===== src/rtl/weight_tile_loader.sv =====
// weight_tile_loader: fetches packed 3x3 weight tiles from weight DRAM and
// pushes them one byte per cycle into the weight FIFO with row/col tags.
module weight_tile_loader #(
   parameter int unsigned ADDR_W     = 24,
   parameter int unsigned TILE_ELEMS = 9,
   parameter int unsigned BEATS_TILE = 5
) (
   input  logic              clk,
   input  logic              rst_n,
   input  logic              cmd_start,
   input  logic [ADDR_W-1:0] cmd_addr,
   input  logic [7:0]        cmd_num_tiles,
   output logic              cmd_ready,
   output logic              mem_rd_en,
   output logic [ADDR_W-1:0] mem_rd_addr,
   input  logic              mem_rd_gnt,
   input  logic              mem_rd_valid,
   input  logic [15:0]       mem_rd_data,
   input  logic              wt_fifo_full,
   output logic              wt_fifo_wr,
   output logic [15:0]       wt_fifo_data,
   output logic [1:0]        wt_col,
   output logic [1:0]        wt_row,
   output logic              wt_busy,
   output logic              wt_done,
   output logic              proto_err
);

   localparam int unsigned K_W    = 4;
   localparam int unsigned BEAT_W = 3;
   localparam int unsigned TILE_W = 8;
   localparam logic [K_W-1:0] K_LAST = K_W'(TILE_ELEMS - 1);

   typedef enum logic [2:0] {
      IDLE    = 3'd0,
      REQ     = 3'd1,
      WAIT    = 3'd2,
      PUSH_LO = 3'd3,
      PUSH_HI = 3'd4,
      FIN     = 3'd5
   } state_t;

   state_t              state, state_n;
   logic [ADDR_W-1:0]   base_addr, base_addr_n;
   logic [TILE_W-1:0]   num_tiles, num_tiles_n;
   logic [TILE_W-1:0]   tile_cnt, tile_cnt_n;
   logic [BEAT_W-1:0]   beat_cnt, beat_cnt_n;
   logic [K_W-1:0]      k_cnt, k_cnt_n;
   logic [1:0]          col_cnt, col_cnt_n;
   logic [1:0]          row_cnt, row_cnt_n;
   logic [15:0]         beat_data, beat_data_n;

   logic                cmd_ready_n, mem_rd_en_n, wt_fifo_wr_n;
   logic                wt_busy_n, wt_done_n, proto_err_n;
   logic [ADDR_W-1:0]   mem_rd_addr_n;
   logic [15:0]         wt_fifo_data_n;
   logic [1:0]          wt_col_n, wt_row_n;

   // Next-state, counter and registered-output logic
   always_comb begin
      state_n        = state;
      base_addr_n    = base_addr;
      num_tiles_n    = num_tiles;
      tile_cnt_n     = tile_cnt;
      beat_cnt_n     = beat_cnt;
      k_cnt_n        = k_cnt;
      col_cnt_n      = col_cnt;
      row_cnt_n      = row_cnt;
      beat_data_n    = beat_data;
      wt_fifo_wr_n   = 1'b0;
      wt_fifo_data_n = 16'h0000;
      wt_col_n       = 2'd0;
      wt_row_n       = 2'd0;
      // Stray read data is dropped but flagged until the next reset
      proto_err_n    = proto_err | (mem_rd_valid && (state != WAIT));

      case (state)
         IDLE: begin
            if (cmd_start) begin
               base_addr_n = cmd_addr;
               num_tiles_n = cmd_num_tiles;
               tile_cnt_n  = '0;
               beat_cnt_n  = '0;
               k_cnt_n     = '0;
               col_cnt_n   = '0;
               row_cnt_n   = '0;
               state_n     = (cmd_num_tiles == 8'd0) ? FIN : REQ;
            end
         end
         REQ: begin
            if (mem_rd_gnt) state_n = WAIT;
         end
         WAIT: begin
            if (mem_rd_valid) begin
               beat_data_n = mem_rd_data;
               state_n     = PUSH_LO;
            end
         end
         PUSH_LO: begin
            if (!wt_fifo_full) begin
               wt_fifo_wr_n   = 1'b1;
               wt_fifo_data_n = {8'h00, beat_data[7:0]};
               wt_col_n       = col_cnt;
               wt_row_n       = row_cnt;
               if (k_cnt == K_LAST) begin
                  // Last weight of the tile: the pad byte is skipped
                  tile_cnt_n = TILE_W'(tile_cnt + 1'b1);
                  beat_cnt_n = '0;
                  k_cnt_n    = '0;
                  col_cnt_n  = '0;
                  row_cnt_n  = '0;
                  state_n    = (TILE_W'(tile_cnt + 1'b1) == num_tiles) ? FIN : REQ;
               end else begin
                  k_cnt_n   = K_W'(k_cnt + 1'b1);
                  col_cnt_n = (col_cnt == 2'd2) ? 2'd0 : 2'(col_cnt + 1'b1);
                  row_cnt_n = (col_cnt == 2'd2) ? 2'(row_cnt + 1'b1) : row_cnt;
                  state_n   = PUSH_HI;
               end
            end
         end
         PUSH_HI: begin
            if (!wt_fifo_full) begin
               wt_fifo_wr_n   = 1'b1;
               wt_fifo_data_n = {8'h00, beat_data[15:8]};
               wt_col_n       = col_cnt;
               wt_row_n       = row_cnt;
               k_cnt_n        = K_W'(k_cnt + 1'b1);
               col_cnt_n      = (col_cnt == 2'd2) ? 2'd0 : 2'(col_cnt + 1'b1);
               row_cnt_n      = (col_cnt == 2'd2) ? 2'(row_cnt + 1'b1) : row_cnt;
               beat_cnt_n     = BEAT_W'(beat_cnt + 1'b1);
               state_n        = REQ;
            end
         end
         FIN: begin
            state_n = IDLE;
         end
         default: begin
            state_n = IDLE;
         end
      endcase

      // Status/request outputs track the state being entered
      cmd_ready_n   = (state_n == IDLE);
      wt_busy_n     = (state_n != IDLE);
      wt_done_n     = (state_n == FIN);
      mem_rd_en_n   = (state_n == REQ);
      mem_rd_addr_n = (state_n == REQ)
                    ? ADDR_W'(base_addr_n + ADDR_W'(32'(tile_cnt_n) * BEATS_TILE)
                              + ADDR_W'(beat_cnt_n))
                    : '0;
   end

   // State, counters and registered outputs with synchronous reset
   always_ff @(posedge clk) begin
      if (!rst_n) begin
         state        <= IDLE;
         base_addr    <= '0;
         num_tiles    <= '0;
         tile_cnt     <= '0;
         beat_cnt     <= '0;
         k_cnt        <= '0;
         col_cnt      <= '0;
         row_cnt      <= '0;
         beat_data    <= '0;
         cmd_ready    <= 1'b1;
         mem_rd_en    <= 1'b0;
         mem_rd_addr  <= '0;
         wt_fifo_wr   <= 1'b0;
         wt_fifo_data <= '0;
         wt_col       <= '0;
         wt_row       <= '0;
         wt_busy      <= 1'b0;
         wt_done      <= 1'b0;
         proto_err    <= 1'b0;
      end else begin
         state        <= state_n;
         base_addr    <= base_addr_n;
         num_tiles    <= num_tiles_n;
         tile_cnt     <= tile_cnt_n;
         beat_cnt     <= beat_cnt_n;
         k_cnt        <= k_cnt_n;
         col_cnt      <= col_cnt_n;
         row_cnt      <= row_cnt_n;
         beat_data    <= beat_data_n;
         cmd_ready    <= cmd_ready_n;
         mem_rd_en    <= mem_rd_en_n;
         mem_rd_addr  <= mem_rd_addr_n;
         wt_fifo_wr   <= wt_fifo_wr_n;
         wt_fifo_data <= wt_fifo_data_n;
         wt_col       <= wt_col_n;
         wt_row       <= wt_row_n;
         wt_busy      <= wt_busy_n;
         wt_done      <= wt_done_n;
         proto_err    <= proto_err_n;
      end
   end

endmodule


===== config.mk =====
export PLATFORM = sky130hd
export DESIGN_NAME = weight_tile_loader
export DESIGN_NICKNAME = d
export VERILOG_FILES = /design/src/rtl/weight_tile_loader.sv
export SDC_FILE = /design/constraint.sdc
export NUM_CORES = 1
export LEC_CHECK = 0
export ABC_AREA = 1
export CELL_PAD_IN_SITES_DETAIL_PLACEMENT = 0
export CELL_PAD_IN_SITES_GLOBAL_PLACEMENT = 1
export CORE_MARGIN = 2
export CORE_UTILIZATION = 35
export DETAILED_ROUTE_END_ITERATION = 8
export GPL_ROUTABILITY_DRIVEN = 1
export HOLD_SLACK_MARGIN = 0.05
export PLACE_DENSITY_LB_ADDON = 0.1
export SLEW_MARGIN = 10
export SYNTH_ARGS = -nofsm -noshare
export SYNTH_HDL_FRONTEND = slang
export SYNTH_SLANG_ARGS = --single-unit

===== constraint.sdc =====
create_clock -name clk -period 3.9 [get_ports clk]
set_clock_uncertainty 0.15 [all_clocks]
set_input_delay 0.585 -clock clk [delete_from_list [all_inputs] [get_ports clk]]
set_output_delay 0.585 -clock clk [all_outputs]
set_load 0.1 [all_outputs]

# After elaboration in Yosys (flattened, before gate mapping)
# Cells that the tools add are included.
# Widths: inputs -> output; s select.
classes:
  n_mul: 1
  n_eq_ne: 13
  bitwise: 3
  addsub: 7
  n_mux: 40
  n_reduce_logical: 13
ops:
  columns: ["op", "count"]
  rows:
  - ["$mux 24", 2]
  - ["$mux 8", 5]
  - ["$mux 3", 12]
  - ["$pmux 8 s2", 2]
  - ["$add 24x11->24", 1]
  - ["$add 24x3->24", 1]
  - ["$mux 2", 9]
  - ["$mux 4", 4]
  - ["$pmux 3 s5", 1]
  - ["$pmux 2 s3", 2]
  - ["$pmux 4 s3", 1]
  - ["$mul 8x3->11 const B", 1]
  - ["$pmux 3 s3", 1]
  - ["$add 8x1->8 const B", 1]
  - ["$eq 8x8->1", 1]
  - ["$logic_not 8->1", 1]
  - ["$reduce_and 2->1", 4]
  - ["$eq 3x1->1 const B", 2]
  - ["$eq 3x2->1 const B", 2]
  - ["$eq 3x3->1 const B", 2]
  - ["$logic_not 3->1", 2]
  - ["$ne 2x2->1 const B", 3]
  - ["$reduce_bool 3->1", 2]
  - ["$add 2x1->2 const B", 2]
  - ["12 further kinds", 13]
word_totals:
  ff_bits: 120
  out_inout_bits: 50
  wordCells: 96

# Depth between registers and ports, before layout
depth:
  ltp_word: 8
  mapped_depth: 26
  ltp_nobuf: 26

# Worst setup path after synthesis
# OpenSTA, ideal clock, no wires.
synth_timing:
  path_kind: "input to register"
  startpoint: "input port cmd_start"
  endpoint: "register mem_rd_addr[22]"
  setup_ps: 115
  t_arrival_ps: 4010
  required_ps: 3635
  setup_slack_ps: -375
  cell_stages: 22
  cell_sequence: "nand3_4 > inv_2 > buf_2 > nor2_1 > nor2_1 > inv_1 > a22o_1 > ha_1 > fa_1 > ha_1 > ha_1 > nand2_1 > o21ai_0 > nand3_1 > nand3_1 > nand2_1 > nor2_4 > nand2_1 > nand2_1 > nand2_1 > inv_1 > nor2_1"
synth_via:
  elab_chain_len: 5
  elab_cells_between_ends: 13
synth_lines:
  columns: ["item", "line", "source"]
  rows:
  - ["start, declared", "10", "input logic cmd_start,"]
  - ["$mux 8", "79", "if (cmd_start) begin"]
  - ["$pmux 8 s2", "77", "case (state)"]
  - ["named net tile_cnt_n[1]", "46", "logic [TILE_W-1:0] tile_cnt, tile_cnt_n;"]
  - ["$mul 8x3->11", "148", "? ADDR_W'(base_addr_n + ADDR_W'(32'(tile_cnt_n) * BEATS_TILE)"]
  - ["$add 24x11->24", "148", null]
  - ["$add 24x3->24", "149", "+ ADDR_W'(beat_cnt_n))"]
  - ["end signal, assigned", "187", "mem_rd_addr <= mem_rd_addr_n;"]
  - ["end, declared", "15", "output logic [ADDR_W-1:0] mem_rd_addr,"]
# The timed path passes the listed nets, and every way through them passes these cells.
# A chain may end at the register's enable or synchronous reset.

# Final worst setup path
layout_timing:
  startpoint: "register k_cnt[0]"
  endpoint: "register mem_rd_addr[22]"
layout_via:
  elab_chain_len: 7
  elab_cells_between_ends: 15
layout_lines:
  columns: ["item", "line", "source"]
  rows:
  - ["start, declared", "48", "logic [K_W-1:0] k_cnt, k_cnt_n;"]
  - ["start signal, assigned", "181", "k_cnt <= k_cnt_n;"]
  - ["$eq 4x4->1", "105", "if (k_cnt == K_LAST) begin"]
  - ["$mux 8", "105", null]
  - ["$mux 8", "100", "if (!wt_fifo_full) begin"]
  - ["$pmux 8 s2", "77", null]
  - ["named net tile_cnt_n[1]", "46", null]
  - ["$mul 8x3->11", "148", null]
  - ["$add 24x11->24", "148", null]
  - ["$add 24x3->24", "149", null]
# The timed path passes the listed nets, and every way through them passes these cells.

==> flow_results.xml <==
<?xml version="1.0" encoding="UTF-8"?>
<metrics>
  <group name="synth">
    <metric name="post_synth_main_area_contributors" unit="">sky130_fd_sc_hd__dfxtp_1 (38%), sky130_fd_sc_hd__inv_1 (7.8%), sky130_fd_sc_hd__nand2_1 (7.6%)</metric>
    <metric name="seq_area_frac_synth" unit="">0.383</metric>
    <metric name="synthAdderAreaFrac" unit="">0.104</metric>
    <metric name="post-synth-top-area-fraction" unit="">0.383</metric>
    <metric name="synth_compound_area_frac" unit="">0.115</metric>
    <metric name="dominant_combinational_cell_family_by_area_after_synthesis" unit="">simple AND/OR/NAND/NOR gates</metric>
    <metric name="ys_async_sr_fraction" unit="">0</metric>
    <metric name="synth_flop_cell" unit="">sky130_fd_sc_hd__dfxtp_1</metric>
    <metric name="post-synth-top-area-cell" unit="">sky130_fd_sc_hd__dfxtp_1</metric>
    <metric name="synthSimpleGateAreaFrac" unit="">0.256</metric>
    <metric name="synth-seq-cells" unit="">112</metric>
    <metric name="synth_enable_flop_cells" unit="">0</metric>
    <metric name="syn-mean-instance-area" unit="um2">7.52</metric>
    <metric name="ys_warn_count" unit="">0</metric>
    <metric name="synth-xor-area-share" unit="">0.0270</metric>
    <metric name="post_synth_num_cell_types" unit="">44</metric>
    <metric name="fraction_of_synthesized_area_in_multiplexers" unit="">0.00171</metric>
    <metric name="netlist_area" unit="um2">5850</metric>
    <metric name="synthesis.instances" unit="">777</metric>
  </group>
  <group name="setup_path">
    <metric name="cp.buffers_inverters" unit="">3</metric>
    <metric name="cp_max_fo" unit="">5</metric>
    <metric name="critical_path_required" unit="ns">3.99</metric>
    <metric name="timing.reg2reg.worst_path_depth" unit="">23</metric>
    <metric name="regToRegSetupSlack" unit="ns">0.05</metric>
    <metric name="crit_path_top_delay_cell" unit="">sky130_fd_sc_hd__fa_2</metric>
    <metric name="timing.rr.start" unit="">k_cnt[0]$_SDFFE_PN0P_</metric>
    <metric name="critPathArrivalTime" unit="ns">3.94</metric>
    <metric name="critical_path.cell_chain" unit="">inv_2 &gt; ha_4 &gt; nand3_4 &gt; nor2_4 &gt; nor2_4 &gt; nor2_4 &gt; inv_4 &gt; a22o_4 &gt; ha_4 &gt; fa_2 &gt; ha_4 &gt; ha_4 &gt; nand2_4 &gt; o21ai_4 &gt; nand3_2 &gt; nand3_4 &gt; nand2_4 &gt; nor2_4 &gt; nand2_1 &gt; nand2_1 &gt; nand2_1 &gt; inv_1 &gt; nor2_1</metric>
    <metric name="reg2reg_end" unit="">mem_rd_addr[22]$_SDFF_PN0_</metric>
    <metric name="cp_slowest_stage_delay" unit="ns">0.59</metric>
    <metric name="end_kind" unit="">flip-flop</metric>
    <metric name="critical_path.top_delay_family" unit="">adder cells</metric>
    <metric name="setup.worst_path.start_class" unit="">flip-flop</metric>
    <metric name="critPathKind" unit="">reg -&gt; reg</metric>
  </group>
  <group name="hold_path">
    <metric name="min_delay_path_depth" unit="">2</metric>
    <metric name="worstHoldPathType" unit="">reg -&gt; reg</metric>
    <metric name="whs_endpoint" unit="">wt_row[1]$_SDFF_PP0_</metric>
    <metric name="worst_hold_startpoint" unit="">row_cnt[1]$_SDFFE_PN0P_</metric>
  </group>
  <group name="routing">
    <metric name="dr_wl_met3" unit="um">619</metric>
    <metric name="drt.antenna.violating_nets" unit="">0</metric>
    <metric name="detail_route.wirelength.met1" unit="um">7300</metric>
    <metric name="wl_per_cell" unit="um">13.3</metric>
    <metric name="first_iter_violations" unit="">266</metric>
    <metric name="dr_wl_met2" unit="um">7660</metric>
    <metric name="route.top_layer_used" unit="">met4</metric>
    <metric name="via_count" unit="">5339</metric>
    <metric name="drt-total-wl" unit="um">15800</metric>
    <metric name="post-route-drc-count" unit="">0</metric>
    <metric name="post_drt_via_cell_ratio" unit="">4.50</metric>
    <metric name="drt-pass1-iter-count" unit="">6</metric>
  </group>
  <group name="clock_tree">
    <metric name="clock_tree_from_tritoncts" unit="">built</metric>
    <metric name="number_of_levels_the_h_tree_was_split_into" unit="">3</metric>
    <metric name="cts_num_sinks" unit="">112</metric>
    <metric name="clock_insertion_delay_worst_skew" unit="ns">0.36</metric>
    <metric name="clock-root-buffer" unit="">sky130_fd_sc_hd__clkbuf_16</metric>
    <metric name="clk_path_buf_depth" unit="">2</metric>
    <metric name="cts_buffers" unit="">9</metric>
    <metric name="clock_transition_at_the_registers_of_the_reported_paths" unit="ns">0.08</metric>
  </group>
  <group name="power">
    <metric name="power.leakage" unit="uW">0.00384</metric>
    <metric name="design_power_total" unit="uW">3140</metric>
    <metric name="power.density" unit="nW/um2">364</metric>
    <metric name="peakVddDrop" unit="mV">0.226</metric>
  </group>
  <group name="sta">
    <metric name="grt_setup_unrepaired" unit="">true</metric>
    <metric name="peak_clock_frequency_supported_by_timing" unit="GHz">0.260</metric>
    <metric name="min_period_over_period" unit="">0.987</metric>
    <metric name="post-route-worst-setup-slack" unit="ns">0.0515</metric>
    <metric name="final_period_minus_worst_setup_slack" unit="ns">3.85</metric>
    <metric name="timing_max_transition_violations_final" unit="">0</metric>
    <metric name="slew_headroom" unit="">0.327</metric>
    <metric name="hold_violations" unit="">0</metric>
    <metric name="worstMarginPinSlew" unit="ns">1.01</metric>
    <metric name="total_neg_setup_slack" unit="ns">0</metric>
    <metric name="setup_viol_count_final" unit="">0</metric>
  </group>
  <group name="die">
    <metric name="die_w" unit="um">133</metric>
    <metric name="row_count" unit="">47</metric>
    <metric name="die_area" unit="um2">17800</metric>
    <metric name="initial_core_util" unit="">0.355</metric>
    <metric name="die_h" unit="um">133</metric>
    <metric name="coreArea" unit="um2">16500</metric>
    <metric name="design.portCount" unit="">104</metric>
  </group>
  <group name="final_layout">
    <metric name="layout_common_cells" unit="">sky130_fd_sc_hd__inv_1 (116), sky130_fd_sc_hd__dfxtp_1 (108), sky130_fd_sc_hd__nand2_1 (99), sky130_fd_sc_hd__nor2_1 (96), sky130_fd_sc_hd__clkdlybuf4s50_1 (93)</metric>
    <metric name="finish.net_count" unit="">1058</metric>
    <metric name="synthToLayoutAreaGrowth" unit="%">47.9</metric>
    <metric name="antenna_cell_count" unit="">0</metric>
    <metric name="final_common_cell" unit="">sky130_fd_sc_hd__inv_1</metric>
    <metric name="fin_cells" unit="">1186</metric>
    <metric name="layout_cell_share_with_drive_strength_beyond_1" unit="">0.273</metric>
  </group>
  <group name="global_routing">
    <metric name="grt_pass1_vias" unit="">5101</metric>
    <metric name="grt_util_all_layers" unit="">0.179</metric>
    <metric name="grt_remaining_overflow" unit="">0</metric>
    <metric name="grt_antenna_before_repair" unit="">0</metric>
    <metric name="grt_first_pass_wirelength" unit="um">25200</metric>
    <metric name="maximum_number_of_pins_on_one_net_before_global_route_repair" unit="">46</metric>
  </group>
  <group name="flow_run">
    <metric name="max-cap-violations" unit="">0</metric>
  </group>
  <group name="placement">
    <metric name="routabilityCongestion" unit="">0.848</metric>
    <metric name="hpwlAfterDp" unit="um">11500</metric>
    <metric name="placed_cells_incl_taps" unit="">1149</metric>
    <metric name="placement.io_buffers" unit="">95</metric>
    <metric name="post-place-ws" unit="ns">-0.718</metric>
  </group>
  <group name="status">
    <metric name="outcome" unit="">complete, no violations</metric>
  </group>
</metrics>
-- cell usage after synthesis, types with 3 or more instances --
cell,count
sky130_fd_sc_hd__fa_1,9
sky130_fd_sc_hd__inv_2,11
sky130_fd_sc_hd__ha_1,34
sky130_fd_sc_hd__a21oi_1,37
sky130_fd_sc_hd__buf_6,3
sky130_fd_sc_hd__a211oi_1,14
sky130_fd_sc_hd__dfxtp_1,112
sky130_fd_sc_hd__o21ai_0,39
sky130_fd_sc_hd__buf_2,3
sky130_fd_sc_hd__nand2_2,6
sky130_fd_sc_hd__nor2_4,6
sky130_fd_sc_hd__xor2_1,6
sky130_fd_sc_hd__buf_4,9
sky130_fd_sc_hd__xnor2_1,12
sky130_fd_sc_hd__o21ai_2,5
sky130_fd_sc_hd__inv_1,122
sky130_fd_sc_hd__or2_2,13
sky130_fd_sc_hd__a22oi_1,9
sky130_fd_sc_hd__nand2_1,118
sky130_fd_sc_hd__nand3_1,41
sky130_fd_sc_hd__nor2_1,105
sky130_fd_sc_hd__nor3_1,6
sky130_fd_sc_hd__clkbuf_1,11
sky130_fd_sc_hd__nor2_2,19
-- worst register-to-register path: cells and delay by family, from the launching register on --
family | cells | cell delay [ns]
adder cells (fa/ha/maj) | 5 | 1.46
buffers and inverters | 3 | 0.18
AND/OR/NAND/NOR | 13 | 1.18
AO/OA/AOI/OAI | 2 | 0.43
flip-flops | 1 | 0.33
-- area by class of cell --
type                       count  area [um2]
clock buffer                  10         239
clock inverter                 6        51.3
fill                        1547        7820
inverter                     134         515
multi-input combinational    512        3600
sequential                   112        2250
tap                          220         275
timing repair buffer         192        1720
-- cells by family after synthesis --
kind of cell,count (synthesis)
AND/OR/NAND/NOR,327
buffers and inverters,160
multiplexers,1
AO/OA/AOI/OAI,115
other,1
adder cells (fa/ha/maj),43
XOR/XNOR,18
flip-flops,112
-- flip-flops by register name (all words and copies together) (netlist names), 4 cells and up --
name,flops
mem_rd_addr,24
base_addr,24
num_tiles,8
tile_cnt,8
wt_fifo_data,8
beat_data,16
k_cnt,4
-- what timing repair did --
| action | 4_1_cts | 5_1_grt |
|---|---|---|
| cloned | 0 | 0 |
| hold buffers | 0 | 0 |
| setup buffers | 7 | 14 |
| gates resized for setup | 42 | 88 |
| setup endpoints to repair | 20 | 20 |
| pin swaps | 21 | 39 |
-- stage by stage --
| step | util | hold slack, ns | area [um2] |
|---|---|---|---|
| 2_1_floorplan | - | 0.281 | 5910 |
| 3_3_place_gp | 0.459 | 0.296 | 7550 |
| 3_5_place_dp | 0.459 | 0.308 | 7550 |
| 4_1_cts | 0.490 | 0.327 | 8060 |
| 5_1_grt | 0.525 | 0.344 | 8650 |
| 6_report | 0.525 | 0.322 | 8650 |
-- where the power goes --
group | total, uW | switching [uW] | internal, uW | leakage (uW)
sequential | 1250 | 31.1 | 1220 | 0.000916
combinational | 970 | 613 | 358 | 0.00279
clock | 922 | 460 | 462 | 0.000139
total | 3140 | 1100 | 2040 | 0.00384
-- worst max path at each step --
| stage | start | to | depth (start not counted) |
|---|---|---|---|
| 2_1_floorplan | cmd_start | mem_rd_addr[22]$_SDFF_PN0_ | 22 |
| 3_3_place_gp | wt_fifo_full | mem_rd_addr[15]$_SDFF_PN0_ | 19 |
| 3_5_place_dp | wt_fifo_full | mem_rd_addr[15]$_SDFF_PN0_ | 19 |
| 4_1_cts | k_cnt[1]$_SDFFE_PN0P_ | mem_rd_addr[22]$_SDFF_PN0_ | 23 |
| 5_1_grt | k_cnt[0]$_SDFFE_PN0P_ | mem_rd_addr[22]$_SDFF_PN0_ | 26 |
| 6_report | k_cnt[0]$_SDFFE_PN0P_ | mem_rd_addr[22]$_SDFF_PN0_ | 23 |
-- metal layers --
metal  global-route usage  vias to the layer above
li1                     -                     2796
met1                0.233                     2431
met2                0.296                       97
met3               0.0335                       15
met4               0.0638                        0
met5                    0                        -
(Power assumes the default switching activity.)
